$ cat config.mk
export PLATFORM = sky130hd
export DESIGN_NAME = reg_file
export DESIGN_NICKNAME = d
export VERILOG_FILES = /design/src/rtl/kgp_pkg.sv /design/src/rtl/reg_read_port.sv /design/src/rtl/reg_file.sv
export SDC_FILE = /design/constraint.sdc
export NUM_CORES = 2
export LEC_CHECK = 0
export CORE_ASPECT_RATIO = 0.8
export CORE_MARGIN = 5
export CORE_UTILIZATION = 57
export CTS_CLUSTER_DIAMETER = 40
export CTS_CLUSTER_SIZE = 16
export DETAILED_ROUTE_END_ITERATION = 10
export GPL_ROUTABILITY_DRIVEN = 0
export GPL_TIMING_DRIVEN = 0
export PLACE_DENSITY_LB_ADDON = 0.25
export RECOVER_POWER = 100
export SLEW_MARGIN = 20
export SYNTH_ARGS = -nofsm -noshare
export SYNTH_HDL_FRONTEND = slang
export SYNTH_SLANG_ARGS = --single-unit
export TNS_END_PERCENT = 100
$ cat constraint.sdc
create_clock -name clk -period 37.7 [get_ports clk]
set_clock_uncertainty 0.2 [all_clocks]
set_input_delay 7.54 -clock clk [delete_from_list [all_inputs] [get_ports clk]]
set_output_delay 7.54 -clock clk [all_outputs]
set_load 0.02 [all_outputs]
$ cat src/rtl/kgp_pkg.sv
// -----------------------------------------------------------------------------
// kgp_pkg
//   Shared constants for the KGP-RISC register file slice.
//   DATA_W   : width of each register and of all data ports
//   ADDR_W   : register address width
//   NUM_REGS : number of architectural registers (2**ADDR_W)
//   REG_ZERO : address of the hardwired-zero register
// -----------------------------------------------------------------------------
package kgp_pkg;

  localparam int DATA_W   = 32;
  localparam int ADDR_W   = 5;
  localparam int NUM_REGS = 32;

  localparam logic [ADDR_W-1:0] REG_ZERO = 5'd0;

  typedef logic [DATA_W-1:0] regWord_t;
  typedef logic [ADDR_W-1:0] regAddr_t;

endpackage : kgp_pkg

$ cat src/rtl/reg_read_port.sv
// -----------------------------------------------------------------------------
// reg_read_port
//   One combinational read port of the register file: selects a register by
//   address, forces the zero register to read 0 and, when the build defines
//   REGFILE_WRITE_BYPASS_EN, forwards the in-flight write data to a reader
//   that addresses the register being written.
// Ports
//   rdData  out DATA_W         selected register value
//   rdAddr  in  ADDR_W         register address to read
//   regs    in  NUM_REGS*DATA_W flattened storage array from reg_file
//   rst     in  1              (bypass build only) reset, suppresses forwarding
//   wrEn    in  1              (bypass build only) write enable
//   wrAddr  in  ADDR_W         (bypass build only) write address
//   wrData  in  DATA_W         (bypass build only) write data
// -----------------------------------------------------------------------------
module reg_read_port
  import kgp_pkg::*;
(
  output logic [DATA_W-1:0]               rdData,
  input  logic [ADDR_W-1:0]               rdAddr,
  input  logic [NUM_REGS-1:0][DATA_W-1:0] regs
`ifdef REGFILE_WRITE_BYPASS_EN
  ,
  input  logic                            rst,
  input  logic                            wrEn,
  input  logic [ADDR_W-1:0]               wrAddr,
  input  logic [DATA_W-1:0]               wrData
`endif
);

  logic [DATA_W-1:0] rdData_s;

`ifdef REGFILE_WRITE_BYPASS_EN
  logic bypassHit_s;

  // Forward only a write that will actually land at the next edge.
  always_comb begin
    bypassHit_s = 1'b0;
    if (wrEn && !rst && (wrAddr == rdAddr) && (wrAddr != REG_ZERO)) begin
      bypassHit_s = 1'b1;
    end else begin
      bypassHit_s = 1'b0;
    end
  end
`endif

  // Address mux with zero-register override (and optional write forwarding).
  always_comb begin
    rdData_s = {DATA_W{1'b0}};
    if (rdAddr == REG_ZERO) begin
      rdData_s = {DATA_W{1'b0}};
`ifdef REGFILE_WRITE_BYPASS_EN
    end else if (bypassHit_s) begin
      rdData_s = wrData;
`endif
    end else begin
      rdData_s = regs[rdAddr];
    end
  end

  assign rdData = rdData_s;

endmodule : reg_read_port

$ cat src/rtl/reg_file.sv
// -----------------------------------------------------------------------------
// reg_file
//   32 x 32-bit general-purpose register file for the KGP-RISC datapath.
//   Two combinational read ports (rs -> operand A, rt -> operand B) and one
//   synchronous write port fed by the shifter/ALU result. Register 0 is
//   hardwired to zero. Asynchronous active-high reset clears every register.
//   Build option: define REGFILE_WRITE_BYPASS_EN to make a read of the
//   register being written return wr_data in the same cycle; otherwise the
//   old value is seen until the clock edge.
// Ports
//   clk      in  1       rising-edge clock
//   rst      in  1       asynchronous active-high reset
//   rs_addr  in  ADDR_W  read port 0 address
//   rt_addr  in  ADDR_W  read port 1 address
//   rs_data  out DATA_W  read port 0 data
//   rt_data  out DATA_W  read port 1 data
//   wr_en    in  1       write enable
//   wr_addr  in  ADDR_W  write address
//   wr_data  in  DATA_W  write data
// -----------------------------------------------------------------------------
module reg_file
  import kgp_pkg::*;
(
  input  logic              clk,
  input  logic              rst,
  input  logic [ADDR_W-1:0] rs_addr,
  input  logic [ADDR_W-1:0] rt_addr,
  output logic [DATA_W-1:0] rs_data,
  output logic [DATA_W-1:0] rt_data,
  input  logic              wr_en,
  input  logic [ADDR_W-1:0] wr_addr,
  input  logic [DATA_W-1:0] wr_data
);

  logic [NUM_REGS-1:0][DATA_W-1:0] regs_r;

  // Storage: async clear wins over any same-cycle write; r0 is never written.
  always_ff @(posedge clk or posedge rst) begin
    if (rst) begin
      for (int i = 0; i < NUM_REGS; i++) begin
        regs_r[i] <= {DATA_W{1'b0}};
      end
    end else if (wr_en && (wr_addr != REG_ZERO)) begin
      regs_r[wr_addr] <= wr_data;
    end
  end

  reg_read_port u_rsPort (
    .rdData (rs_data),
    .rdAddr (rs_addr),
    .regs   (regs_r)
`ifdef REGFILE_WRITE_BYPASS_EN
    ,
    .rst    (rst),
    .wrEn   (wr_en),
    .wrAddr (wr_addr),
    .wrData (wr_data)
`endif
  );

  reg_read_port u_rtPort (
    .rdData (rt_data),
    .rdAddr (rt_addr),
    .regs   (regs_r)
`ifdef REGFILE_WRITE_BYPASS_EN
    ,
    .rst    (rst),
    .wrEn   (wr_en),
    .wrAddr (wr_addr),
    .wrData (wr_data)
`endif
  );

endmodule : reg_file
# Yosys cells after proc, flatten, opt, wreduce, memory -nomap -nowiden
# Index checks and enable logic that the tools add are counted.
[word_totals] reg_bits=1024 in_bits=50 out_inout_bits=64 elab_cells=50
[classes] magnitude_cmp=4 muxes=9 reduce_logical=5
[ops] cell="$bwmux 1024" n=1
[ops] cell="$bmux 32 s5" n=2
[ops] cell="$demux 32 s5" n=1
[ops] cell="$mux 32" n=5
[ops] cell="$lt 5x6->1 const B" n=3
[ops] cell="$logic_not 5->1" n=2
[ops] cell="$ge 5x1->1 const B" n=1
[ops] cell="$reduce_bool 5->1" n=1
[ops] cell="$logic_and 1x1->1" n=2

# Longest topological paths before layout
[logic_depth] word_depth=5 ltp_mapped=9 depth_no_buf=4

# Modules after synthesis
# A second synthesis with hierarchy kept.
[unflattened] hier_cells=3616 hier_area_um2=54813.8
[by_module_without_submodules] mod="reg_file" n_inst=1 cells_each=2288 area_each_um2=38077.8 seq_area_each_um2=25624.6
[by_module_without_submodules] mod="reg_read_port" n_inst=2 cells_each=664 area_each_um2=8368.0 seq_area_each_um2=0.0

# Least setup slack after synthesis
# No wires, ideal clock.
[synth_path] kind="input port to output port" start="in rs_addr[1]" end="out rs_data[29]" t_arrival_ns=9.245 required_time_ns=29.960 slack_ns=20.715 cell_stages=7 path_buffers=3 path_cell_list="buf_4 buf_4 nor2b_1 clkbuf_1 a221oi_1 o21ai_0 a311oi_1"
[synth_via] elab_chain_cells=3 elab_cells_between_ends=4 classes_between="mux: 3; reduce/logical: 1"
[synth_rtl] element="start: declaration" line="reg_file.sv:26" text="input logic [ADDR_W-1:0] rs_addr,"
[synth_rtl] element="$bmux 32 s5" line="reg_read_port.sv:57" text="rdData_s = regs[rdAddr];"
[synth_rtl] element="$mux 32 (implied by the code)" line="reg_read_port.sv:57"
[synth_rtl] element="$mux 32 *" line="reg_read_port.sv:50" text="if (rdAddr == REG_ZERO) begin"
[synth_rtl] element="end: declaration" line="reg_file.sv:28" text="output logic [DATA_W-1:0] rs_data,"
# Mark *: on every way between the ends. The rest lies on a longest branch, timed or not. The select of a mux whose other input is x is not followed.

==> qor.csv <==
metric,value,unit
routed_wl,196000,um
failed_checks,"capacitance limit, slew limit",
synth_top_area_share,47.1,%
startpoint_type,input port,
worstPathMaxFanout,88,
required,37.51,ns
endpoint_kind,async pin,
coreArea,0.0948,sq mm
grt_pass1_wl,278000,um
root_buffer,clkbuf_16,
ys_warn_count,0,
power_density,57.6,mW/mm^2
dieHeight,286,um
crit_path_frequent_cell,clkbuf_1,
cp_slowest_cell,clkbuf_1,
hold_class,reg2reg,
layout_commonest_cell,dfrtp_1,
netlist_area,0.0544,sq mm
avgSynthCellArea,15.2,sq um
port_buffers,105,
firstDrtPassIters,8,
cts_resized,0,
clk_pin_slew_worst_paths,0.06,ns
syn-num-nets,3634,
cp_num_buf_inv,7,
synth_edf_count,0,
holdWs,0.276,ns
crit_family,buffers and inverters,
grt_pass1_vias,38107,
dp_hpwl,136000,um
synth_sequential_area_ratio,47.1,%
ctsHtreeMaxLevel,4,
initial_core_util,57.4,%
async_flop_share,100,%
cts_tree,yes,
r2r_slack,36.63,ns
synth_seq_cells,1024,
numCtsBuffers,133,
critical_path.startpoint,rst,
ys_types,37,
synthCells,3584,
path_cells,dlygate4sd3_1 -> clkinvlp_2 -> clkbuf_1 -> clkbuf_1 -> clkbuf_1 -> clkbuf_1 -> clkbuf_1,
drc_errors,0,
grt_max_degree,107,
nFillCells,6824,
synth_ff_type,dfrtp_1,
reg2reg_from,regs_r[477],
antenna_found_initial,12,
cp_data_arrival_time,24.36,ns
max_freq,40.7,MHz
clk_latency,0.75,ns
finalHoldViolCount,0,
design.die.area,0.102,sq mm
max_slew_margin,-257,%
yosysTopAreaCell,dfrtp_1,
period_share,65.1,%
cap_violations,15,
yosys-top-cells-area,"dfrtp_1 47%, mux2_2 21%, mux4_2 19%",
largest_reg_flops,1024,
grt_use_total,38.5,%
final_cell_mix,"1,024 x dfrtp_1, 1,002 x mux2_2, 448 x mux4_2",
fp.dieW,355,um
vdd_ir_drop_max,47.7,uV
rows,101,
reg_top3,regs_r: 1024 flops,
num_io_pins,114,
ant_nets,0,
worst_pin_slew,5.35,ns
avgRoutedWirePerCell,37.7,um
period_minus_slack,24.55,ns
num_vias,38565,
outcome,finished with violations,
syn2layout_area_growth,13.4,%
setup_tns,0,ns
cts_sinks,1024,
slew_violations,1049,
finalNetCount,3886,
grt_overflow,0,
drt-initial-drc-count,5531,
setup_viol,0,
hold_start,regs_r[8],
rsz0062_at_grt,false,
hold_buffers,0,
cp_slowest_stage_delay,3.43,ns
clockBufferDepth,3,
vias_per_cell,7.43,
drive_gt1_share,45.7,%
postCtsSetupRepairBufs,0,
critical_path_class,in2async,
p_leak,0.0264,uW
top_register,regs_r,
-- Yosys cell counts (all sizes together) (3+ instances only) --
| library cell | count |
|---|---|
| dfrtp | 1024 |
| mux2 | 1024 |
| mux4 | 448 |
| clkbuf | 216 |
| buf | 207 |
| mux2i | 192 |
| o21ai | 76 |
| a22oi | 64 |
| nand2 | 56 |
| a221oi | 44 |
| nor2b | 37 |
| a211oi | 32 |
| a221o | 32 |
| a311oi | 32 |
| a31oi | 32 |
| nor2 | 24 |
| o2111ai | 20 |
| nand3b | 4 |
| nor3b | 4 |
| inv | 3 |
-- where the power goes --
group          leakage, uW  total [uW]  internal, uW  switching, uW
combinational       0.0110         716           391            325
clock              0.00225        1360           808            550
sequential          0.0131        1480          1310            169
total               0.0264        3550          2510           1040
-- final cells by class --
cell class,count,area [sq um],share of cell area (%)
diodes,6,15.0,0.0244
clock buffers,151,3530,5.73
flip-flops and latches,1024,25600,41.6
inverters,3,12.5,0.0203
multi-input cells,2134,26700,43.3
well taps,1236,1550,2.51
clock inverters,93,1170,1.90
plain buffers,423,1960,3.17
repair buffers,117,1100,1.78
-- logic make-up (layout without fill, tap and decap cells) --
family	Yosys count	count (layout)	synth area share, %
and+or+nand+nor	138	138	1.27
DFF	1024	1024	47.1
other	0	6	0
muxes	1664	1664	43.3
AOI/OAI and AO/OA	332	332	4.53
buffers and inverters	426	787	3.78
-- metal layers --
metal	up-vias	part of all wire [%]	GRT usage, %
li1	14499	-	-
met1	20200	37	51.7
met2	3197	42	52.6
met3	647	17	20.2
met4	22	4.7	15.4
met5	-	0.22	2.10
-- final timing paths --
kind,to,cells past startpoint
worst max-delay path,regs_r[326],7
min in group asynchronous,regs_r[855],2
worst min register to register,regs_r[8],1
worst max register to register,regs_r[477],1
max in group clk,rs_data[14],8
worst min-delay path,regs_r[8],1
-- per-stage QoR --
| stage | power (uW) | std cells | setup slack (ns) | area [sq um] | util [%] |
|---|---|---|---|---|---|
| detailed placement | 2180 | 4937 | 17.83 | 57300 | 60.5 |
| finish | 3550 | 5187 | 13.15 | 61600 | 65.0 |
| global placement | 2150 | 4925 | -10.87 | 57000 | 60.1 |
| CTS | 3530 | 5181 | 17.83 | 62000 | 65.4 |
| floorplan | 1940 | 3584 | 1.14 | 54400 | - |
| global route | 3650 | 5182 | 9.72 | 61600 | 65.0 |
No activity file was read; power rests on OpenSTA's default activity.
